[src/rtl/seg_scan_ctrl.sv]
// seg_scan_ctrl: time-multiplexed scan controller for NUM_DIGITS common-cathode
// 7-segment digits sharing one external hex decoder.
// - Double-buffered display value (shadow -> active) loaded through valid/ready;
//   the shadow value is promoted only on a frame boundary or while idle.
// - Each digit slot lasts TICK_DIV cycles; the first BLANK_CYCLES cycles keep
//   all digits dark so the decoder can settle on the next nibble (anti-ghosting).
// Optional build macro: LEADING_ZERO_BLANK_EN -- when defined, leading zero
// digits (index >= 1) stay dark; digit 0 is always shown.
module seg_scan_ctrl #(
   parameter int NUM_DIGITS   = 4,
   parameter int TICK_DIV     = 1000,
   parameter int BLANK_CYCLES = 50
) (
   input  logic                    clk,
   input  logic                    rst,
   input  logic                    enable,
   input  logic                    load_valid,
   output logic                    load_ready,
   input  logic [NUM_DIGITS*4-1:0] load_value,
   output logic [3:0]              dec_nibble,
   input  logic [6:0]              seg_in,
   output logic [6:0]              seg_out,
   output logic [NUM_DIGITS-1:0]   digit_en,
   output logic                    frame_done
);

   localparam int CW = $clog2(TICK_DIV);
   localparam int IW = $clog2(NUM_DIGITS);
   localparam int DW = NUM_DIGITS * 4;

   localparam logic [CW-1:0] CNT_LAST = CW'(TICK_DIV - 1);
   localparam logic [IW-1:0] IDX_LAST = IW'(NUM_DIGITS - 1);

   typedef enum logic [1:0] {
      ST_IDLE  = 2'd0,
      ST_BLANK = 2'd1,
      ST_SHOW  = 2'd2
   } state_t;

   // A slot starts blanked unless there are no blank cycles at all.
   localparam state_t SLOT_FIRST_ST = (BLANK_CYCLES == 0) ? ST_SHOW : ST_BLANK;

   state_t                state_r, state_nxt_s;
   logic [CW-1:0]         cnt_r, cnt_nxt_s;
   logic [IW-1:0]         idx_r, idx_nxt_s;
   logic                  frame_end_s;

   logic [DW-1:0]         active_r, active_nxt_s;
   logic [DW-1:0]         shadow_r, shadow_nxt_s;
   logic                  pending_r, pending_nxt_s;

   logic [NUM_DIGITS-1:0] lit_s;
   logic                  show_r, show_nxt_s;
   logic [NUM_DIGITS-1:0] digit_en_r, digit_en_nxt_s;
   logic [3:0]            nibble_r, nibble_nxt_s;
   logic                  frame_done_r;

   // State register of the scan FSM.
   always_ff @(posedge clk) begin
      if (rst) begin
         state_r <= ST_IDLE;
      end else begin
         state_r <= state_nxt_s;
      end
   end

   // Next-state logic: slot counter, digit index and frame-end detection.
   always_comb begin
      state_nxt_s = state_r;
      cnt_nxt_s   = cnt_r;
      idx_nxt_s   = idx_r;
      frame_end_s = 1'b0;
      if (!enable) begin
         state_nxt_s = ST_IDLE;
         cnt_nxt_s   = {CW{1'b0}};
         idx_nxt_s   = {IW{1'b0}};
      end else begin
         case (state_r)
            ST_IDLE: begin
               state_nxt_s = SLOT_FIRST_ST;
               cnt_nxt_s   = {CW{1'b0}};
               idx_nxt_s   = {IW{1'b0}};
            end
            ST_BLANK, ST_SHOW: begin
               if (cnt_r == CNT_LAST) begin
                  cnt_nxt_s   = {CW{1'b0}};
                  state_nxt_s = SLOT_FIRST_ST;
                  if (idx_r == IDX_LAST) begin
                     idx_nxt_s   = {IW{1'b0}};
                     frame_end_s = 1'b1;
                  end else begin
                     idx_nxt_s = idx_r + {{(IW-1){1'b0}}, 1'b1};
                  end
               end else begin
                  cnt_nxt_s = cnt_r + {{(CW-1){1'b0}}, 1'b1};
                  if ((int'(cnt_r) + 1) >= BLANK_CYCLES) begin
                     state_nxt_s = ST_SHOW;
                  end else begin
                     state_nxt_s = ST_BLANK;
                  end
               end
            end
            default: begin
               state_nxt_s = ST_IDLE;
               cnt_nxt_s   = {CW{1'b0}};
               idx_nxt_s   = {IW{1'b0}};
            end
         endcase
      end
   end

   // Double buffer: promote shadow at a frame end or while idle, else accept a new load.
   // Promotion needs pending=1 and capture needs pending=0, so they never collide.
   always_comb begin
      active_nxt_s  = active_r;
      shadow_nxt_s  = shadow_r;
      pending_nxt_s = pending_r;
      if (pending_r && (frame_end_s || (state_r == ST_IDLE))) begin
         active_nxt_s  = shadow_r;
         pending_nxt_s = 1'b0;
      end else if (load_valid && !pending_r) begin
         shadow_nxt_s  = load_value;
         pending_nxt_s = 1'b1;
      end else begin
         pending_nxt_s = pending_r;
      end
   end

`ifdef LEADING_ZERO_BLANK_EN
   // Digit visibility: a digit is dark when it and all higher digits are zero.
   always_comb begin
      logic nz_v;
      nz_v  = 1'b0;
      lit_s = {NUM_DIGITS{1'b0}};
      for (int i = NUM_DIGITS - 1; i >= 0; i--) begin
         nz_v     = nz_v | (active_nxt_s[4*i +: 4] != 4'h0);
         lit_s[i] = (i == 0) ? 1'b1 : nz_v;
      end
   end
`else
   // Digit visibility: every digit is displayed.
   always_comb begin
      lit_s = {NUM_DIGITS{1'b1}};
   end
`endif

   // Output logic: next values of the registered digit select, show flag and nibble.
   always_comb begin
      show_nxt_s     = 1'b0;
      digit_en_nxt_s = {NUM_DIGITS{1'b0}};
      nibble_nxt_s   = active_nxt_s[{idx_nxt_s, 2'b00} +: 4];
      if ((state_nxt_s == ST_SHOW) && lit_s[idx_nxt_s]) begin
         show_nxt_s     = 1'b1;
         digit_en_nxt_s = {{(NUM_DIGITS-1){1'b0}}, 1'b1} << idx_nxt_s;
      end else begin
         show_nxt_s     = 1'b0;
         digit_en_nxt_s = {NUM_DIGITS{1'b0}};
      end
   end

   // Datapath and output registers.
   always_ff @(posedge clk) begin
      if (rst) begin
         cnt_r        <= {CW{1'b0}};
         idx_r        <= {IW{1'b0}};
         active_r     <= {DW{1'b0}};
         shadow_r     <= {DW{1'b0}};
         pending_r    <= 1'b0;
         show_r       <= 1'b0;
         digit_en_r   <= {NUM_DIGITS{1'b0}};
         nibble_r     <= 4'h0;
         frame_done_r <= 1'b0;
      end else begin
         cnt_r        <= cnt_nxt_s;
         idx_r        <= idx_nxt_s;
         active_r     <= active_nxt_s;
         shadow_r     <= shadow_nxt_s;
         pending_r    <= pending_nxt_s;
         show_r       <= show_nxt_s;
         digit_en_r   <= digit_en_nxt_s;
         nibble_r     <= nibble_nxt_s;
         frame_done_r <= frame_end_s;
      end
   end

   // Segments pass through only while the current digit is being shown.
   assign seg_out    = seg_in & {7{show_r}};
   assign digit_en   = digit_en_r;
   assign dec_nibble = nibble_r;
   assign frame_done = frame_done_r;
   assign load_ready = ~pending_r;

endmodule

[config.mk]
export PLATFORM = sky130hd
export DESIGN_NAME = seg_scan_ctrl
export DESIGN_NICKNAME = d
export VERILOG_FILES = /design/src/rtl/seg_scan_ctrl.sv
export SDC_FILE = /design/constraint.sdc
export NUM_CORES = 1
export LEC_CHECK = 0
export BUFFER_PORTS_ARGS = -buffer_cell sky130_fd_sc_hd__buf_2
export CAP_MARGIN = 20
export CORE_ASPECT_RATIO = 0.9
export CORE_MARGIN = 1.5
export CORE_UTILIZATION = 50
export DETAILED_ROUTE_END_ITERATION = 6
export PLACE_DENSITY = 0.73
export REMOVE_ABC_BUFFERS = 1
export SYNTH_ARGS = -nofsm -noshare
export SYNTH_HDL_FRONTEND = slang
export SYNTH_SLANG_ARGS = --single-unit
[constraint.sdc]
create_clock -name clk -period 4.4 [get_ports clk]
set_input_delay 0.88 -clock clk [delete_from_list [all_inputs] [get_ports clk]]
set_output_delay 0.88 -clock clk [all_outputs]
set_load 0.005 [all_outputs]
# Word level (Yosys, flattened, before mapping)
# Index checks and enable logic that the tools add are counted.
# totals
output_inout_bits	17
register_bits	57
word_cells	55
inputBits	27
# op_classes
shift	2
order_cmp	2
bitwise	6
n_reduce_logical	11
eq_ne	5
n_mux	16
add_sub_neg	3
# ops
operator	count
$mux 16	1
$shiftx 16x5->4	1
$mux 2	7
$add 10x1->11 const B	1
$ge 11x6->1 const B	1
$add 10x1->10 const B	1
$eq 10x10->1 const B	1
$and 7x7->7	1
$eq 2x2->1 const B	3
$mux 1	6
$reduce_or 2->1	3
$not 1->1	5
$pmux 2 s2	1
$reduce_or 4->1	1
$shl 1x2->4 const A	1
$logic_and 1x1->1	3
$lt 2x3->1 const B	1
$add 2x1->2 const B	1
$bmux 1 s2	1
$eq 2x1->1 const B	1
$logic_not 2->1	1
$reduce_and 2->1	1
$logic_not 1->1	1
$logic_or 1x1->1	1

# Longest topological paths before layout
# depth
ltp_word	10
mapped_depth	10
ltp_nobuf	8

# Worst setup path before layout
# Ideal clock, no wire load.
# synth_path
path_type	input-to-reg
start	in enable
end	reg nibble_r[1] (netlist: dec_nibble[1])
path_stages	6
arrival_ns	2.017
setup_time_ns	0.116
path_buffers	1
t_required_ns	4.284
path_slack_ns	2.267
path_cell_list	nand2_1 -> or3_1 -> mux2i_1 -> clkbuf_1 -> nand3_1 -> o211a_1
# synth_via
elab_chain_cells	5
word_cells_on_any_way	6
cone_classes	shift (1); mux (3); reduce/logical (2)
# synth_lines
item	line	rtl
from (decl)	16	input logic enable,
$mux 1	73	if (!enable) begin
$logic_or 1x1->1	118	if (pending_r && (frame_end_s || (state_r == ST_IDLE))) begin
$logic_and 1x1->1	118	
$mux 16	118	
$shiftx 16x5->4 (*)	151	nibble_nxt_s = active_nxt_s[{idx_nxt_s, 2'b00} +: 4];
to (signal assigned)	181	nibble_r <= nibble_nxt_s;
to (decl)	55	logic [3:0] nibble_r, nibble_nxt_s;
# Every way passes the cells marked *; elsewhere a longest branch is shown, timed or not.
# A chain may end at the register's enable or synchronous reset.

# Worst setup path after layout
# layout_path
start	reg cnt_r[0]
end	reg nibble_r[3] (netlist: dec_nibble[3])
# layout_via
elab_chain_cells	8
word_cells_on_any_way	11
cone_classes	eq/ne (1); shift (1); mux (7); reduce/logical (2)
# layout_lines
item	line	rtl
from (decl)	44	logic [CW-1:0] cnt_r, cnt_nxt_s;
from (signal assigned)	164	cnt_r <= {CW{1'b0}};
from (signal assigned)	174	cnt_r <= cnt_nxt_s;
$eq 10x10->1 (*)	85	if (cnt_r == CNT_LAST) begin
$mux 1	85	
$mux 1	78	case (state_r)
$mux 1	73	
$logic_or 1x1->1	118	
$logic_and 1x1->1	118	
$mux 16	118	
$shiftx 16x5->4 (*)	151	
# Marks and branches as above.

==> results by group <==
Final layout
  – Number of fill cells: 396
  – Finished Layout Cells: ~380
  – Synthesis-to-finish area growth: 15.7%
  – Final nets: 341
  – Proportion of layout cells with a drive suffix above 1: 0.207
  – Ant. Diodes: 0

Timing
  – Slew Viols, Final: 0
  – Final setup fails: 0
  – Max Clock Skew: roughly 0.0036 ns
  – Worst Tran Pin Value: a little over 0.9 ns
  – Fmax: roughly 380 MHz
  – Slew margin rel.: 0.359
  – Fin crit period: roughly 2.6 ns
  – Final Cycle Share: 0.592
  – Sum of negative setup slack: 0 ns
  – Unrepaired setup endpoints after global routing: false
  – Final hold vios: 0

Power and ir drop
  – Pleak: 1.21 nW
  – Power Density: about 380 mW/mm2
  – VDD IR max: ~0.00024 V

Clocking
  – Max clock buf depth: 2
  – Max H-tree Level: 3
  – CTS tree: yes
  – # hold bufs at CTS: 0
  – Post-CTS Resized: 0
  – CTS sink cnt: 57
  – Clock Pin Slew Worst Setup and Hold Paths: approximately 0.060 ns
  – TritonCTS buffer count: 9
  – Clock latency on the worst-skew pair: between 0.3 and 0.4 ns
  – Root buf cell: clkbuf_8
  – Post-CTS setup repair buffer count: 0

Drt
  – First DRT Iteration DRCs: between 80 and 90
  – Vias per cell: between 5 and 6
  – Residual DRC: 0
  – Met3 wire len: between 200 and 300 um
  – Met1 wire length: about 2.1 mm
  – Vias: ~1,900
  – Met2 routed WL: 2.15 mm
  – Detailed-route wire length per cell: roughly 12 um
  – Pre-Repair DR Iteration Count: 4
  – Drt total wl: between 4 and 5 mm
  – Post-DRT Antenna Nets: 0
  – Highest Signal Layer: met4

Critical path
  – Startpoint Class: register
  – Req. time, crit path: about 4.6 ns
  – CP endpoint kind: register
  – Critical path, cell by cell: ha_1 -> nand3_1 -> nor3_4 -> mux2i_1 -> nand3_1 -> o211a_1
  – CP Data Arrival Time: ~2.8 ns
  – Largest delay share family, worst path: multiplexers
  – Crit Path Max Fanout: 12
  – CP max stage delay: approximately 0.84 ns
  – CP max stage cell: mux2i_1
  – Crit Path Category: reg -> reg
  – FF-to-FF setup slack: about 1.8 ns
  – CP dominant cell by count: nand3_1
  – Crit path buf inv count: 0

Placed design
  – DP HPWL: 3.09 mm
  – IO buf count: 43
  – Placed insts: between 300 and 400
  – GPL Wtd Cong: roughly 0.83

Die
  – Die W: 76.7 um
  – Core area: between 0.004 and 0.005 mm2
  – Row Count: 23
  – Top Ports: 44
  – Die area: 0.00532 mm2
  – Initial core utilization: 0.535
  – DIE HEIGHT: about 69 um

Status
  – Result of the run: finished, final reports clean

Global route
  – Largest net degree at the start of global routing: 43
  – GRT Util Overall: 0.182
  – Vias in the first global route: approximately 1,700
  – GR Overflow Total: 0
  – Initial antenna violation count: 0
  – First-pass GRT wire length: between 7 and 8 mm

Yosys
  – Netlist cell types: 39
  – Post-synth EDFFs: 0
  – Post-synthesis cell area: about 0.0024 mm2
  – Yosys warns: 0
  – Fraction of registers with async set/reset: 0
  – Syn Area/Cell: 9.10 um2
  – Mapped Cells: between 200 and 300
  – Most used DFF post-synth: dfxtp_1
  – Sequential-to-total area share from yosys stat: 0.466
  – FF+latch count, synth: 57

Job
  – Max-cap viol count: 0

Worst hold path
  – HP Class: reg -> reg
==> placed cells by master, fill, tap and decap left out, types with 2 or more instances in the layout <==
master and count:
xor2_1 6, clkbuf_8 10, a31oi_1 2, mux2i_1 22, and3_1 4, and2_1 7, o211a_1 4, inv_1 5
or3_1 2, nand3_1 14, buf_2 43, nor2_1 36, clkbuf_1 3, ha_1 5, dfxtp_1 57, xnor2_1 2
nand4_1 3, nor2b_1 3, clkinv_2 2, nor3_1 5, nand2_1 39, a21oi_1 23
==> tightest hold or removal path: stages (launching register included) <==
cell     delay, ns
dfxtp_1       0.31
nand2_1       0.05
a21oi_1       0.05
==> worst paths after layout <==
check | startpoint | cells after the start | end
min reg2reg | shadow_r[6]$_SDFFE_PP0P_ | 2 | shadow_r[6]$_SDFFE_PP0P_
max reg2reg | cnt_r[0]$_SDFF_PP0_ | 6 | dec_nibble[3]$_SDFF_PP0_
min | shadow_r[6]$_SDFFE_PP0P_ | 2 | shadow_r[6]$_SDFFE_PP0P_
max | cnt_r[0]$_SDFF_PP0_ | 6 | dec_nibble[3]$_SDFF_PP0_
==> report_power, final <==
group | switching, mW | internal, mW | total (mW)
clock | 0.183 | 0.275 | 0.459
sequential | 0.00779 | 0.532 | 0.540
combinational | 0.0409 | 0.0306 | 0.0715
==> sequential cells by signal (all words and copies together) (netlist names) <==
name        count
dec_nibble      4
cnt_r          10
active_r       16
show_r          1
frame_done      1
idx_r           2
state_r         2
pending_r       1
shadow_r       16
digit_en        4
==> area by class of cell <==
type                            count  area [um2]  share of cell area
Clock buffer                       13         149              0.0526
Clock inverter                      3        40.0              0.0141
Inverter                            6        22.5             0.00795
Multi-Input combinational cell    191        1180               0.417
Sequential cell                    57        1140               0.403
Tap cell                           62        77.6              0.0274
Timing Repair Buffer               44         223              0.0786
==> stage by stage <==
stage | setup slack, ns | power [mW] | utilization | hold WS [ns] | cell area (um2)
global placement | 1.81 | 0.619 | 0.576 | 0.445 | 2640
finish | 1.80 | 1.07 | 0.619 | 0.453 | 2830
floorplan | 2.17 | 0.591 | - | 0.430 | 2340
CTS | 1.80 | 1.08 | 0.617 | 0.455 | 2830
detailed placement | 1.74 | 0.621 | 0.576 | 0.447 | 2640
global route | 1.56 | 1.12 | 0.619 | 0.482 | 2830
==> synthesized netlist by cell type (all sizes together) (2+ instances only) <==
cell type / n / area (um2)
buf: 6 / 68.8
xor2: 6 / 52.6
inv: 6 / 22.5
nand2: 39 / 146
o211a: 4 / 40.0
clkbuf: 9 / 35.0
nand4: 3 / 18.8
and3: 4 / 25.0
mux2i: 22 / 220
xnor2: 2 / 17.5
nand3: 14 / 70.1
a31oi: 2 / 12.5
dfxtp: 57 / 1140
nor3: 6 / 41.3
a21oi: 23 / 115
ha: 5 / 62.6
nor2b: 3 / 18.8
nor4: 2 / 18.8
and2: 7 / 43.8
nor2: 37 / 141
or3: 2 / 12.5
==> logic make-up after synthesis <==
kind of cell | synth area share
muxes | 0.0900
DFF | 0.466
AOI/OAI and AO/OA | 0.0925
xor gates and xnor gates | 0.0286
buffers and inverters | 0.0516
adders and majority gates | 0.0256
and+or+nand+nor | 0.245
==> layer usage <==
metal  vias up  GRT usage
met1       843      0.210
met4         0     0.0576
met3         7     0.0829
met2        54      0.299
li1        996          -
met5         -          0
Note: power is estimated with default switching activity, not from simulation.
